--- config.mk ---
export PLATFORM = sky130hd
export DESIGN_NAME = wb_dbg_master
export DESIGN_NICKNAME = d
export VERILOG_FILES = /design/src/rtl/wb_dbg_master.sv
export SDC_FILE = /design/constraint.sdc
export NUM_CORES = 1
export LEC_CHECK = 0
export BUFFER_PORTS_ARGS = -buffer_cell sky130_fd_sc_hd__buf_4
export CAP_MARGIN = 20
export CORE_ASPECT_RATIO = 0.5
export CORE_MARGIN = 4
export CORE_UTILIZATION = 60
export CTS_CLUSTER_DIAMETER = 120
export DETAILED_ROUTE_END_ITERATION = 16
export PLACE_DENSITY = 0.85
export SYNTH_ARGS = -nofsm -noshare
export SYNTH_HDL_FRONTEND = slang
export SYNTH_SLANG_ARGS = --single-unit
--- constraint.sdc ---
create_clock -name clk -period 3.7 [get_ports clk]
set_input_delay 0.185 -clock clk [delete_from_list [all_inputs] [get_ports clk]]
set_output_delay 0.185 -clock clk [all_outputs]
set_load 0.01 [all_outputs]
--- src/rtl/wb_dbg_master.sv ---
`timescale 1ns / 1ps
`default_nettype none
// ============================================================================
// Module   : wb_dbg_master
// Purpose  : Byte-stream to Wishbone master bridge. A host (typically behind
//            a UART byte core) sends framed commands; the bridge issues one
//            classic single 32-bit Wishbone read or write cycle and returns
//            a status byte, followed by four read-data bytes on a good read.
//
//            Command framing (multi-byte fields MSB first):
//              WRITE : 0x01 A3 A2 A1 A0 D3 D2 D1 D0  -> status
//              READ  : 0x02 A3 A2 A1 A0              -> status [D3 D2 D1 D0]
//            Status: 0x00 ack, 0x01 err, 0x02 rty, 0x03 bus timeout.
//
// Ports    : clk, reset            clock, synchronous active-high reset
//            rx_data/rx_valid      received byte + one-cycle strobe
//            tx_data/tx_valid/
//            tx_ready              response byte, valid/ready handshake
//            wb_*                  Wishbone classic master port
//            busy                  high whenever the bridge is not idle
//
// Revision : 1.0  initial release
// ============================================================================
module wb_dbg_master #(
  parameter int unsigned WB_TIMEOUT = 1024,    // 0 disables bus timeout
  parameter int unsigned RX_TIMEOUT = 1000000  // 0 disables inter-byte timeout
) (
  input  logic        clk,
  input  logic        reset,
  input  logic [7:0]  rx_data,
  input  logic        rx_valid,
  output logic [7:0]  tx_data,
  output logic        tx_valid,
  input  logic        tx_ready,
  output logic [31:0] wb_adr_o,
  output logic [31:0] wb_dat_o,
  input  logic [31:0] wb_dat_i,
  output logic [3:0]  wb_sel_o,
  output logic        wb_we_o,
  output logic        wb_cyc_o,
  output logic        wb_stb_o,
  input  logic        wb_ack_i,
  input  logic        wb_err_i,
  input  logic        wb_rty_i,
  output logic        busy
);

  typedef enum logic [2:0] {
    S_IDLE  = 3'd0,
    S_ADDR  = 3'd1,
    S_WDATA = 3'd2,
    S_BUS   = 3'd3,
    S_STAT  = 3'd4,
    S_RDATA = 3'd5
  } state_t;

  localparam logic [7:0]  C_CMD_WRITE = 8'h01;
  localparam logic [7:0]  C_CMD_READ  = 8'h02;
  localparam logic [7:0]  C_ST_ACK    = 8'h00;
  localparam logic [7:0]  C_ST_ERR    = 8'h01;
  localparam logic [7:0]  C_ST_RTY    = 8'h02;
  localparam logic [7:0]  C_ST_TMO    = 8'h03;
  localparam logic [31:0] C_WB_LIMIT  = WB_TIMEOUT - 32'd1;
  localparam logic [31:0] C_RX_LIMIT  = RX_TIMEOUT - 32'd1;

  state_t      state_q;
  logic [1:0]  cnt_q;       // byte index within a 4-byte field
  logic        is_wr_q;     // command is a write
  logic [31:0] adr_q;
  logic [31:0] dat_q;       // write data, or captured read data
  logic [31:0] idle_q;      // idle cycles since last command byte
  logic [31:0] tmo_q;       // completed cycles of the current bus cycle
  logic        cyc_q;
  logic [7:0]  tx_data_q;
  logic        tx_valid_q;

  logic        w_rx_expired;
  logic        w_wb_expired;
  logic        w_term;

  // Timeout fires on the RX_TIMEOUT-th idle cycle / WB_TIMEOUT-th cyc cycle.
  assign w_rx_expired = (RX_TIMEOUT != 0) && (idle_q == C_RX_LIMIT);
  assign w_wb_expired = (WB_TIMEOUT != 0) && (tmo_q == C_WB_LIMIT);
  assign w_term       = wb_ack_i || wb_err_i || wb_rty_i || w_wb_expired;

  always_ff @(posedge clk) begin
    if (reset) begin
      state_q    <= S_IDLE;
      cnt_q      <= 2'd0;
      is_wr_q    <= 1'b0;
      adr_q      <= 32'd0;
      dat_q      <= 32'd0;
      idle_q     <= 32'd0;
      tmo_q      <= 32'd0;
      cyc_q      <= 1'b0;
      tx_data_q  <= 8'd0;
      tx_valid_q <= 1'b0;
    end else begin
      case (state_q)
        S_IDLE: begin
          // Unknown opcodes are dropped without leaving IDLE.
          if (rx_valid && (rx_data == C_CMD_WRITE || rx_data == C_CMD_READ)) begin
            is_wr_q <= (rx_data == C_CMD_WRITE);
            cnt_q   <= 2'd0;
            idle_q  <= 32'd0;
            state_q <= S_ADDR;
          end
        end

        S_ADDR, S_WDATA: begin
          if (rx_valid) begin
            idle_q <= 32'd0;
            cnt_q  <= cnt_q + 2'd1;  // wraps to 0 ready for the data field
            if (state_q == S_ADDR) begin
              adr_q <= {adr_q[23:0], rx_data};
            end else begin
              dat_q <= {dat_q[23:0], rx_data};
            end
            if (cnt_q == 2'd3) begin
              if (state_q == S_ADDR && is_wr_q) begin
                state_q <= S_WDATA;
              end else begin
                state_q <= S_BUS;
                cyc_q   <= 1'b1;
                tmo_q   <= 32'd0;
              end
            end
          end else if (w_rx_expired) begin
            // Host went silent mid-command: resync, no bus cycle, no reply.
            state_q <= S_IDLE;
          end else begin
            idle_q <= idle_q + 32'd1;
          end
        end

        S_BUS: begin
          if (w_term) begin
            cyc_q      <= 1'b0;
            tx_valid_q <= 1'b1;
            state_q    <= S_STAT;
            // Priority ack > err > rty > timeout, so a late ack still wins.
            if (wb_ack_i) begin
              tx_data_q <= C_ST_ACK;
              if (!is_wr_q) begin
                dat_q <= wb_dat_i;
              end
            end else if (wb_err_i) begin
              tx_data_q <= C_ST_ERR;
            end else if (wb_rty_i) begin
              tx_data_q <= C_ST_RTY;
            end else begin
              tx_data_q <= C_ST_TMO;
            end
          end else begin
            tmo_q <= tmo_q + 32'd1;
          end
        end

        S_STAT: begin
          if (tx_ready) begin
            if (!is_wr_q && tx_data_q == C_ST_ACK) begin
              tx_data_q <= dat_q[31:24];
              cnt_q     <= 2'd0;
              state_q   <= S_RDATA;
            end else begin
              tx_valid_q <= 1'b0;
              state_q    <= S_IDLE;
            end
          end
        end

        S_RDATA: begin
          // cnt_q is the index of the data byte currently presented.
          if (tx_ready) begin
            cnt_q <= cnt_q + 2'd1;
            case (cnt_q)
              2'd0: tx_data_q <= dat_q[23:16];
              2'd1: tx_data_q <= dat_q[15:8];
              2'd2: tx_data_q <= dat_q[7:0];
              default: begin
                tx_valid_q <= 1'b0;
                state_q    <= S_IDLE;
              end
            endcase
          end
        end

        default: begin
          state_q <= S_IDLE;
        end
      endcase
    end
  end

  assign wb_adr_o = adr_q;
  assign wb_dat_o = dat_q;
  assign wb_cyc_o = cyc_q;
  assign wb_stb_o = cyc_q;
  assign wb_sel_o = {4{cyc_q}};
  assign wb_we_o  = cyc_q & is_wr_q;
  assign tx_data  = tx_data_q;
  assign tx_valid = tx_valid_q;
  assign busy     = (state_q != S_IDLE);

endmodule
`default_nettype wire

* After elaboration in Yosys (flattened, before gate mapping) *
Cells that the tools add are included.

storage, ports and cells
  output and inout bits = 81
  register bits after elaboration = 144
  input port bits = 47
  word-level logic and storage cells = 124

cells by class
  eq/ne operators = 30
  mux-type cells = 52
  reductions and logical operators = 28
  bitwise operators = 1
  add/subtract/negate cells = 3

operators by type and width
  kind                                              count
  two-way mux 32 bit                                12
  case mux 32 bit (2 select lines)                  3
  adder 32 x 1 -> 32 bit (second input constant)    2
  case mux 8 bit (3 select lines)                   2
  == test 32 x 10 -> 1 bit (second input constant)  1
  == test 32 x 20 -> 1 bit (second input constant)  1
  two-way mux 8 bit                                 4
  inequality test 2 bit (second input constant)     14
  two-way mux 3 bit                                 9
  AND reduction 6 bit                               4
  case mux 3 bit (5 select lines)                   1
  two-way mux 2 bit                                 7
  two-way mux 1 bit                                 11
  AND reduction 5 bit                               2
  inequality test 3 bit (second input constant)     3
  == test 8 x 1 -> 1 bit (second input constant)    1
  == test 8 x 2 -> 1 bit (second input constant)    1
  zero test 8 bit                                   1
  case mux 2 bit (4 select lines)                   1
  AND reduction 7 bit                               1
  == test 3 x 2 -> 1 bit (second input constant)    2
  == test 3 bit (second input constant)             2
  AND reduction 3 bit                               2
  nonzero test 3 bit                                2
  18 further kinds                                  25

* Longest topological paths before layout *
Gate-level depths: netlist (run 1).

  depth in word-level cells = 6
  gate-level depth with buffers = 9
  depth with buffers taken out = 8

* Worst setup path before layout (run 1) *
OpenSTA, ideal clock, no wires.

  path type = register -> register
  start point = register cnt_q[0]
  end point = register tx_data_q[0], in the netlist tx_data[0]
  setup time = 0.070 ns
  setup slack = 1.628 ns
  clock period less this slack = 2.072 ns
  buffers on the path = 1
  data required time = 3.630 ns
  cell stages (with the launch flop) = 9
  arrival time = 2.001 ns
  cell sequence = dfxtp_1 > inv_1 > ha_1 > clkbuf_1 > o311ai_0 > a221oi_1 > nand2_2 > a221o_1 > a21oi_1

on the way
  longest elaborated chain between the ends = 4
  elaborated cells on any way between the ends = 8
  those cells by class = eq/ne (3); mux (3); reduce/logical (2)

RTL lines
  item                                   line  text
  start, declared                        67    logic [1:0] cnt_q;
  start signal, assigned                 113   cnt_q <= cnt_q + 2'd1;
  start signal, assigned                 175   cnt_q <= cnt_q + 2'd1;
  == test 2 bit (tied with other cells)  176   case (cnt_q)
  case mux 8 bit (3 select lines)        176
  two-way mux 8 bit                      174   if (tx_ready) begin
  case mux 8 bit (3 select lines)        99    case (state_q)
  end signal, assigned                   177   2'd0: tx_data_q <= dat_q[23:16];
  end signal, assigned                   178   2'd1: tx_data_q <= dat_q[15:8];
  end signal, assigned                   179   2'd2: tx_data_q <= dat_q[7:0];
  end, declared                          74    logic [7:0] tx_data_q;

Several ways; a longest one is shown, not always the timed one. The select of a mux whose other input is x is not followed.
A chain may end at the register's enable or synchronous reset.

* Worst setup path after layout (run 1) *
  start point = register state_q[0]
  end point = register tx_data_q[2], in the netlist tx_data[2]

on the way
  longest elaborated chain between the ends = 3
  elaborated cells on any way between the ends = 11
  those cells by class = eq/ne (8); mux (1); reduce/logical (2)

RTL lines
  item                                                     line  text
  start, declared                                          66    state_t state_q;
  start signal, assigned                                   88    state_q <= S_IDLE;
  start signal, assigned                                   106   state_q <= S_ADDR;
  start signal, assigned                                   121   state_q <= S_WDATA;
  == test 3 bit or == test 3 x 2 -> 1 bit (tied branches)  99
  inequality test 4 bit (no line) (tied with other cells)  -
  AND reduction 6 bit (no line)                            -
  end signal, assigned                                     162   tx_data_q <= dat_q[31:24];
  end signal, assigned                                     177
  end signal, assigned                                     178

Several ways; a longest one is shown, not always the timed one.

==> results of run 1 <==
-- sequential cells by signal (all words and copies together), names as in the netlist --
register  cells
is_wr_q       1
wb_dat_o     32
wb_adr_o     32
tx_valid      1
state_q       3
tx_data       8
tmo_q        32
idle_q       32
wb_cyc_o      1
cnt_q         2
-- kinds of logic (layout without fill, tap and decap cells) --
group,Yosys count,count (layout),share of synthesized area [%]
buffers and inverters,78,182,4.66
adder cells (fa/ha/maj),7,7,1.24
XOR/XNOR,50,50,6.28
multiplexers,10,10,1.41
AO/OA/AOI/OAI,153,153,14.7
AND/OR/NAND/NOR,463,463,31.0
flip-flops,144,144,40.7
-- power groups by stage --
| stage | registers [mW] | logic, mW | clock network [mW] |
|---|---|---|---|
| final | 1.62 | 0.399 | 1.73 |
| after global routing | 1.62 | 0.433 | 1.81 |
| after CTS | 1.62 | 0.385 | 1.73 |
| after detailed placement | 1.65 | 0.382 | 0 |
| after global placement | 1.65 | 0.376 | 0 |
| after floorplan | 1.63 | 0.266 | 0 |
-- through the flow --
step	util (%)	power [mW]	cells	worst slack, ns
finish	76.8	3.75	1168	0.889
global route	76.8	3.86	1168	0.717
global placement	71.4	2.03	1135	1.09
detailed placement	71.4	2.04	1135	0.981
floorplan	-	1.90	905	1.63
CTS	76.6	3.73	1167	0.965
-- worst min-delay path by stage --
stage | from | slack (ns) | cells after the start | to
after detailed placement | wb_adr_o[25] | 0.45 | 2 | wb_adr_o[25]
after floorplan | rx_data[0] | 0.32 | 2 | wb_adr_o[0]
after global routing | wb_dat_i[3] | 0.03 | 3 | wb_dat_o[3]
final | rx_data[3] | 0.03 | 3 | wb_adr_o[3]
after CTS | rx_data[3] | 0.02 | 3 | wb_adr_o[3]
after global placement | wb_adr_o[24] | 0.45 | 2 | wb_adr_o[24]
-- critical path, stage by stage, from the launching register on --
cell and delay [ns]:
dfxtp_1 0.75, clkinv_1 0.64, o311ai_0 0.52, a221oi_1 0.15
nand2_2 0.26, mux2i_1 0.26, nor2_1 0.08
-- layer usage --
metal | routed length [microns] | GRT usage [%] | vias to the layer above
li1 | - | - | 3368
met1 | 8340 | 36.0 | 3383
met2 | 9840 | 48.6 | 248
met3 | 1190 | 5.34 | 33
met4 | 293 | 8.06 | 0
met5 | 0 | 0 | -
-- placed cells by master (no fill, tap or decap), types with 14 or more instances in the layout --
master and instances:
nand3_1 26, clkbuf_16 17, nand2_1 161, nor4_1 25
dfxtp_1 144, nand4_1 25, buf_4 134, a311oi_1 32
nor2_1 132, nor3_1 32, inv_1 14, a21oi_1 61
xnor2_1 42
-- cell type report --
class / count / area (sq um)
fill: 834 / 2610
inverter: 15 / 56.3
timing repair buffer: 135 / 1020
multi-input combinational: 683 / 3890
clock inverter: 15 / 165
sequential: 144 / 2880
tap: 159 / 199
clock buffer: 17 / 425
==> results.sh, run 1 <==
export IMPL_status="finished, final reports clean"
export IMPL_r2r_start="state_q[0]"
export IMPL_skew_ns=0.00877
export IMPL_p_int_mw=2.67
export IMPL_final_area_sq_um=8640
export IMPL_placedInstanceArea_sq_um=8030
export IMPL_yosysSeqAreaShare_pct=40.7
export IMPL_vdd_ir_drop_max_mv=0.294
export IMPL_grt_pass1_vias=6623
export IMPL_start_kind="flop"
export IMPL_setup_viol=0
export IMPL_critical_path_class="flop to flop"
export IMPL_worstHoldPathType="input pin to flop"
export IMPL_worstSkewPairLatency_ns=0.43
export IMPL_dieWidth_microns=162
export IMPL_die_h_microns=84.9
export IMPL_setup_tns_ns=0
export IMPL_final_layout_size_suffix_gt1_share_pct=18.2
export IMPL_power_switching_mw=1.07
export IMPL_cts_setup_buffers=0
export IMPL_vias=7032
export IMPL_drt_initial_drc_count=529
export IMPL_rows=27
export IMPL_cts_buffer_depth=2
export IMPL_holdWs_ns=0.0252
export IMPL_finalCritPeriodShare_pct=76.0
export IMPL_clkPwrFrac_pct=46.1
export IMPL_clk_pin_slew_ns=0.07
export IMPL_synth_edff_count=0
export IMPL_dr_pass1_iters=5
export IMPL_gp_congestion=0.900
export IMPL_synth_area_leader_cell="dfxtp_1"
export IMPL_synth_cells=905
export IMPL_cts_max_level=4
export IMPL_max_freq_ghz=0.356
export IMPL_hold_viol_final=0
export IMPL_cellPowerDensity_nw_per_um2=434
export IMPL_grt_pass1_wl_microns=32000
export IMPL_wl_microns=19700
export IMPL_p_leak_nw=3.03
export IMPL_dp_hpwl_microns=13200
export IMPL_p_comb_share_pct=10.7
export IMPL_fin_crit_ns=2.81
export IMPL_coreArea_sq_um=11200
export IMPL_ys_top_cells_by_count="161 x nand2_1, 144 x dfxtp_1, 134 x nor2_1, 61 x a21oi_1, 47 x clkbuf_1"
export IMPL_p_sw_share_pct=28.6
export IMPL_critPathRequiredTime_ns=3.97
export IMPL_ios=128
export IMPL_grt_total_usage_pct=28.0
export IMPL_antenna_found_initial=0
export IMPL_yosys_cell_types_count=62
export IMPL_crit_start="state_q[0]"
export IMPL_grt_max_degree=88
export IMPL_synth_net_count=959
export IMPL_wl_per_cell_microns=16.8
export IMPL_gr_total_overflow=0
export IMPL_drc=0
export IMPL_cts_tree="done"
export IMPL_postRouteAntennaNets=0
export IMPL_synth_seq_cells=144
export IMPL_synth_warnings=0
export IMPL_port_buffers=127
export IMPL_worst_pin_slew_ns=0.999
export IMPL_yosysTopAreaCellShare_pct=40.7
export IMPL_netlist_area_sq_um=7090
export IMPL_clock_sinks=144
export IMPL_slew_headroom_pct=33.4
export IMPL_area_growth_pct=21.8
export IMPL_initial_core_util_pct=63.0
export IMPL_ys_flop_type="dfxtp_1"
export IMPL_postCtsHoldBufs=0
export IMPL_grt_setup_unrepaired="no"
export IMPL_ff2ff_setup_slack_ns=0.89
export IMPL_cp_end_kind="flop"
export IMPL_ctsResizeCount=0
export IMPL_seq_power_share_pct=43.3
export IMPL_die_area_sq_um=13700
export IMPL_n_antenna_cell=0
export IMPL_nets=1050
export IMPL_crit_fanout=19
export IMPL_yosys_top_cells_area="dfxtp_1 41%, nand2_1 8.5%, nor2_1 7.1%"
export IMPL_drv_cap=0
export IMPL_r2r_cells=6
export IMPL_cp_endpoint="tx_data[2]"
export IMPL_syn_area_per_cell_sq_um=7.83
export IMPL_via_per_inst=6.02
export IMPL_clock_root_buffer="clkbuf_16"
export IMPL_r2r_end="tx_data[2]"
export IMPL_cts_buffers=17
export IMPL_drv_slew=0
export IMPL_synth_most_common_cell="nand2_1"
export IMPL_synthArstFlopShare_pct=0
export IMPL_arrival_ns=3.08
(Power assumes the default switching activity.)
==> run 2, diff against run 1 <==
- CORE_UTILIZATION: 60 -> 56
- PLACE_DENSITY: 0.85 -> 0.8
- clock period: 3.7 -> 2.75 ns (I/O delays scaled with it)
==> run 2 against run 1 <==
First-iteration DRC count grew 14%. Fmax grew 18%. Combinational power grew 52%. Clock-buffer cell count increased by 1. Highest routed layer unchanged.
==> results.sh, run 2 (synthesis results as in run 1) <==
export IMPL_worst_pin_slew_ns=1.04
export IMPL_area_growth_pct=26.2
export IMPL_cp_end_kind="flop"
export IMPL_wl_per_cell_microns=16.6
export IMPL_status="finished, final reports clean"
export IMPL_drv_slew=0
export IMPL_setup_tns_ns=0
export IMPL_met2WireLength_microns=9710
export IMPL_grt_pass1_vias=6500
export IMPL_dp_hpwl_microns=13500
export IMPL_wl_met1_microns=8760
export IMPL_ios=128
export IMPL_clock_root_buffer="clkbuf_16"
export IMPL_n_fill_cell=926
export IMPL_setup_viol=0
export IMPL_r2r_start="state_q[1]"
export IMPL_nets=1078
export IMPL_coreArea_sq_um=12100
export IMPL_cts_tree="done"
export IMPL_die_area_sq_um=14600
export IMPL_rows=28
export IMPL_dieWidth_microns=167
export IMPL_worstHoldPathType="input pin to flop"
export IMPL_worstSkewPairLatency_ns=0.41
export IMPL_cellPowerDensity_nw_per_um2=589
export IMPL_antenna_found_initial=0
export IMPL_critPathRequiredTime_ns=3.08
export IMPL_grt_max_degree=65
export IMPL_top_layer_used="met4"
export IMPL_hold_viol_final=0
export IMPL_ctsResizeCount=0
export IMPL_clk_pin_slew_ns=0.06
export IMPL_vdd_ir_drop_max_mv=0.360
export IMPL_drt_initial_drc_count=605
export IMPL_whs_path_depth=3
export IMPL_postCtsHoldBufs=16
export IMPL_start_kind="flop"
export IMPL_final_cell_mix="161 x nand2_1, 145 x buf_4, 144 x dfxtp_1, 132 x nor2_1, 61 x a21oi_1"
export IMPL_clock_sinks=144
export IMPL_max_freq_ghz=0.419
export IMPL_grt_pass1_wl_microns=32100
export IMPL_dr_pass1_iters=5
export IMPL_final_common_cell="nand2_1"
export IMPL_r2r_end="idle_q[28]"
export IMPL_dr_wl_met3_microns=1060
export IMPL_ff2ff_setup_slack_ns=0.36
export IMPL_initial_core_util_pct=58.7
export IMPL_cts_max_level=4
export IMPL_finalCritPeriodShare_pct=86.7
export IMPL_crit_fanout=15
export IMPL_skew_ns=0.00948
export IMPL_holdWs_ns=0.00153
export IMPL_cts_buffer_depth=2
export IMPL_min_to="wb_dat_o[29]"
export IMPL_p_leak_nw=3.17
export IMPL_vias=7106
export IMPL_gp_congestion=0.955
export IMPL_hp_start="wb_dat_i[29]"
export IMPL_slew_headroom_pct=30.8
export IMPL_cp_slowest_cell="dfxtp_1"
export IMPL_cts_setup_buffers=0
export IMPL_critical_path_class="flop to flop"
export IMPL_wl_microns=19900
export IMPL_grt_setup_unrepaired="no"
export IMPL_drc=0
export IMPL_port_buffers=127
export IMPL_arrival_ns=2.72
export IMPL_final_layout_size_suffix_gt1_share_pct=18.8
export IMPL_via_per_inst=5.91
export IMPL_die_h_microns=87.6
export IMPL_grt_total_usage_pct=26.4
export IMPL_cts_buffers=17
export IMPL_cp_cell_sequence="xnor2_2 -> or3_1 -> nor4_4 -> buf_4 -> nor2_1 -> a21bo_1 -> a21oi_1"
export IMPL_postRouteAntennaNets=0
export IMPL_drv_cap=0
export IMPL_fin_crit_ns=2.39
export IMPL_path_buf_inv=1
export IMPL_n_antenna_cell=0
export IMPL_slowest_delay_ns=0.69
export IMPL_crit_family="simple AND/OR/NAND/NOR gates"
export IMPL_r2r_cells=7
export IMPL_gr_total_overflow=0
-- run 2: where the power goes --
part           switching, mW  total [mW]  leakage [nW]  internal, mW
registers             0.0421        2.16          1.16          2.12
logic                  0.387       0.608          1.71         0.220
clock network          0.944        2.51         0.305          1.56
total                   1.37        5.27          3.17          3.90
-- run 2: tightest hold or removal path: stages --
cell and delay [ns]:
buf_4 0.11, nand2_1 0.05, a311oi_1 0.07
-- run 2: routing by layer --
metal,vias up,GRT usage (%)
met3,38,4.87
met1,3392,34.4
li1,3426,-
met4,0,7.87
met5,-,0
met2,250,45.8
-- run 2: layout make-up --
type	instances	area, sq um	area share [%]
clock buffer	18	439	4.91
clock inverter	14	204	2.28
inverter	15	56.3	0.629
multi-input combinational	683	3890	43.4
sequential	144	2880	32.2
tap	165	206	2.31
timing repair buffer	163	1270	14.2
-- run 2: worst max path at each step --
stage | endpoint | slack, ns | cells past startpoint | startpoint
3_3_place_gp | tmo_q[31] | 0.54 | 5 | state_q[1]
6_report | idle_q[28] | 0.36 | 7 | state_q[1]
2_1_floorplan | tx_data[0] | 0.68 | 8 | cnt_q[0]
4_1_cts | idle_q[28] | 0.41 | 7 | state_q[1]
3_5_place_dp | idle_q[29] | 0.45 | 6 | state_q[1]
5_1_grt | idle_q[29] | 0.21 | 6 | state_q[1]
-- run 2: through the flow --
step                std cells  total power, mW  instance area [sq um]  setup WS (ns)  utilization (%)
detailed placement       1153             2.78                   8140          0.452             67.3
floorplan                 905             2.56                   7090          0.678                -
finish                   1202             5.27                   8950          0.365             74.0
global route             1202             5.45                   8950          0.212             74.0
CTS                      1201             5.28                   8940          0.414             74.0
global placement         1152             2.77                   8120          0.537             67.2
==> run 3, diff against run 2 <==
- ABC_AREA: unset -> 1
- CORE_UTILIZATION: 56 -> 58
- PLACE_DENSITY: 0.8 -> 0.81
==> run 3 against run 2 <==
Sequential power increased by 30%. Total power up 46%. Design area rose by 14%. Fmax increased by 1.6%. Die area up 15%. Largest cell class unchanged. Clock-buffer cell count unchanged. Global-route usage increased by 3.6 points. Wire length rose by 29%. First-iteration DRC count rose by 58%. Cell count increased by 46%.
==> results.sh, run 3 <==
export IMPL_rows=31
export IMPL_fin_crit_ns=2.35
export IMPL_skew_ns=0.00965
export IMPL_grt_pass1_vias=8478
export IMPL_synth_area_leader_cell="dfxtp_1"
export IMPL_synth_seq_cells=144
export IMPL_status="finished, final reports clean"
export IMPL_p_total_mw=7.70
export IMPL_drv_slew=0
export IMPL_ios=128
export IMPL_ys_flop_type="dfxtp_1"
export IMPL_cts_buffers=17
export IMPL_wl_microns=25700
export IMPL_drv_cap=0
export IMPL_layout_cells_non_filler=1753
export IMPL_p_leak_nw=4.34
export IMPL_yosysSeqAreaShare_pct=33.7
export IMPL_cp_end_kind="flop"
export IMPL_worst_pin_slew_ns=0.765
export IMPL_worstHoldPathType="input pin to flop"
export IMPL_grt_max_degree=84
export IMPL_cp_cell_sequence="ha_1 -> nand3_1 -> inv_2 -> nand2_1 -> nor2_1 -> nand2_1 -> nand3_4 -> nand2_2 -> nand2_1 -> a21oi_1"
export IMPL_yosys_top_cells_area="dfxtp_1 34%, nand2_1 19%, nor2_1 14%"
export IMPL_coreArea_sq_um=14500
export IMPL_die_h_microns=93.9
export IMPL_holdWs_ns=0.0147
export IMPL_syn_area_per_cell_sq_um=5.95
export IMPL_vdd_ir_drop_max_mv=0.526
export IMPL_vias=9527
export IMPL_cts_tree="done"
export IMPL_wl_per_cell_microns=14.7
export IMPL_critical_path_class="flop to flop"
export IMPL_max_freq_ghz=0.426
export IMPL_synth_net_count=1494
export IMPL_antenna_found_initial=0
export IMPL_synth_warnings=0
export IMPL_nets=1596
export IMPL_start_kind="flop"
export IMPL_hold_viol_final=0
export IMPL_synth_most_common_cell="nand2_1"
export IMPL_grt_setup_unrepaired="no"
export IMPL_cp_common_cell="nand2_1"
export IMPL_drc=0
export IMPL_port_buffers=127
export IMPL_critPathRequiredTime_ns=3.04
export IMPL_n_fill_cell=1294
export IMPL_grt_pass1_wl_microns=41700
export IMPL_ctsResizeCount=0
export IMPL_grt_total_usage_pct=30.0
export IMPL_clock_sinks=144
export IMPL_dieWidth_microns=180
export IMPL_n_antenna_cell=0
export IMPL_slew_headroom_pct=48.9
export IMPL_clk_pin_slew_ns=0.07
export IMPL_slowest_delay_ns=0.44
export IMPL_dpl_cell_count=1714
export IMPL_crit_fanout=30
export IMPL_ff2ff_setup_slack_ns=0.40
export IMPL_setup_tns_ns=0
export IMPL_postCtsHoldBufs=7
export IMPL_cts_buffer_depth=2
export IMPL_initial_core_util_pct=59.2
export IMPL_postRouteAntennaNets=0
export IMPL_cellPowerDensity_nw_per_um2=753
export IMPL_via_per_inst=5.43
export IMPL_gp_congestion=0.966
export IMPL_setup_viol=0
export IMPL_final_layout_size_suffix_gt1_share_pct=13.2
export IMPL_worstSkewPairLatency_ns=0.44
export IMPL_yosysTopAreaCellShare_pct=33.7
export IMPL_cp_slowest_cell="dfxtp_1"
export IMPL_drt_initial_drc_count=954
export IMPL_gr_total_overflow=0
export IMPL_cts_max_level=4
export IMPL_finalCritPeriodShare_pct=85.3
export IMPL_synthArstFlopShare_pct=0
export IMPL_final_common_cell="nand2_1"
export IMPL_die_area_sq_um=16900
export IMPL_ys_top_cells_by_count="430 x nand2_1, 321 x nor2_1, 144 x dfxtp_1, 110 x inv_1, 107 x nand3_1"
export IMPL_netlist_area_sq_um=8560
export IMPL_synth_edff_count=0
export IMPL_clock_root_buffer="clkbuf_16"
export IMPL_cts_setup_buffers=0
export IMPL_dp_hpwl_microns=18400
export IMPL_synth_cells=1440
export IMPL_arrival_ns=2.64
export IMPL_dr_pass1_iters=5
export IMPL_final_cell_mix="429 x nand2_1, 321 x nor2_1, 144 x dfxtp_1, 138 x buf_4, 109 x inv_1"
export IMPL_area_growth_pct=19.4
export IMPL_yosys_cell_types_count=37
==> run 3: power breakdown <==
part           switching (mW)  internal (mW)  leakage [nW]
clock network            1.01           1.39         0.289
logic                    1.53          0.967          2.88
registers               0.365           2.43          1.17
==> run 3: per-stage QoR <==
| step | utilization, % | cell area, sq um | worst slack [ns] |
|---|---|---|---|
| floorplan | - | 8560 | 0.976 |
| global placement | 66.0 | 9550 | 0.620 |
| detailed placement | 66.0 | 9550 | 0.479 |
| CTS | 70.7 | 10200 | 0.452 |
| global route | 70.7 | 10200 | 0.152 |
| finish | 70.7 | 10200 | 0.403 |
==> run 3: worst paths after layout <==
path | from | to | cells after the start
max | tmo_q[0] | tmo_q[15] | 10
min | rx_data[2] | wb_adr_o[2] | 3
max reg2reg | tmo_q[0] | tmo_q[15] | 10
min reg2reg | idle_q[31] | idle_q[31] | 2
==> run 3: per-layer routing <==
metal	vias up	part of all wire, %	GRT usage (%)	wire length (microns)
met5	-	0	0	0
met4	0	1.7	9.00	431
met3	45	11	8.62	2820
met2	435	43	46.2	11000
met1	4303	45	41.0	11500
li1	4744	-	-	-
==> run 3: layout make-up <==
class,count,area [sq um],share of cell area (%)
Inverter,119,449,4.39
Tap cell,198,248,2.42
Timing Repair Buffer,146,1130,11.0
Multi-Input combinational cell,1114,4910,48.1
Clock buffer,18,439,4.30
Sequential cell,144,2880,28.2
Clock inverter,14,166,1.63
==> run 3: cell families (layout without fill, tap and decap cells) <==
group           after synthesis  in the layout  share of synthesized area (%)
simple gates                915            915                           44.1
flops                       144            144                           33.7
fa+ha+maj                     7              7                           1.02
compound gates              179            179                           10.9
xor+xnor                     13             13                           1.33
buf+inv                     182            297                           9.03
==> run 3: worst max-delay path, delay by kind of cell, from the launching register on <==
family,cells,cell delay (ns)
simple gates,7,1.24
compound gates,1,0.07
buf+inv,1,0.11
flops,1,0.44
fa+ha+maj,1,0.32
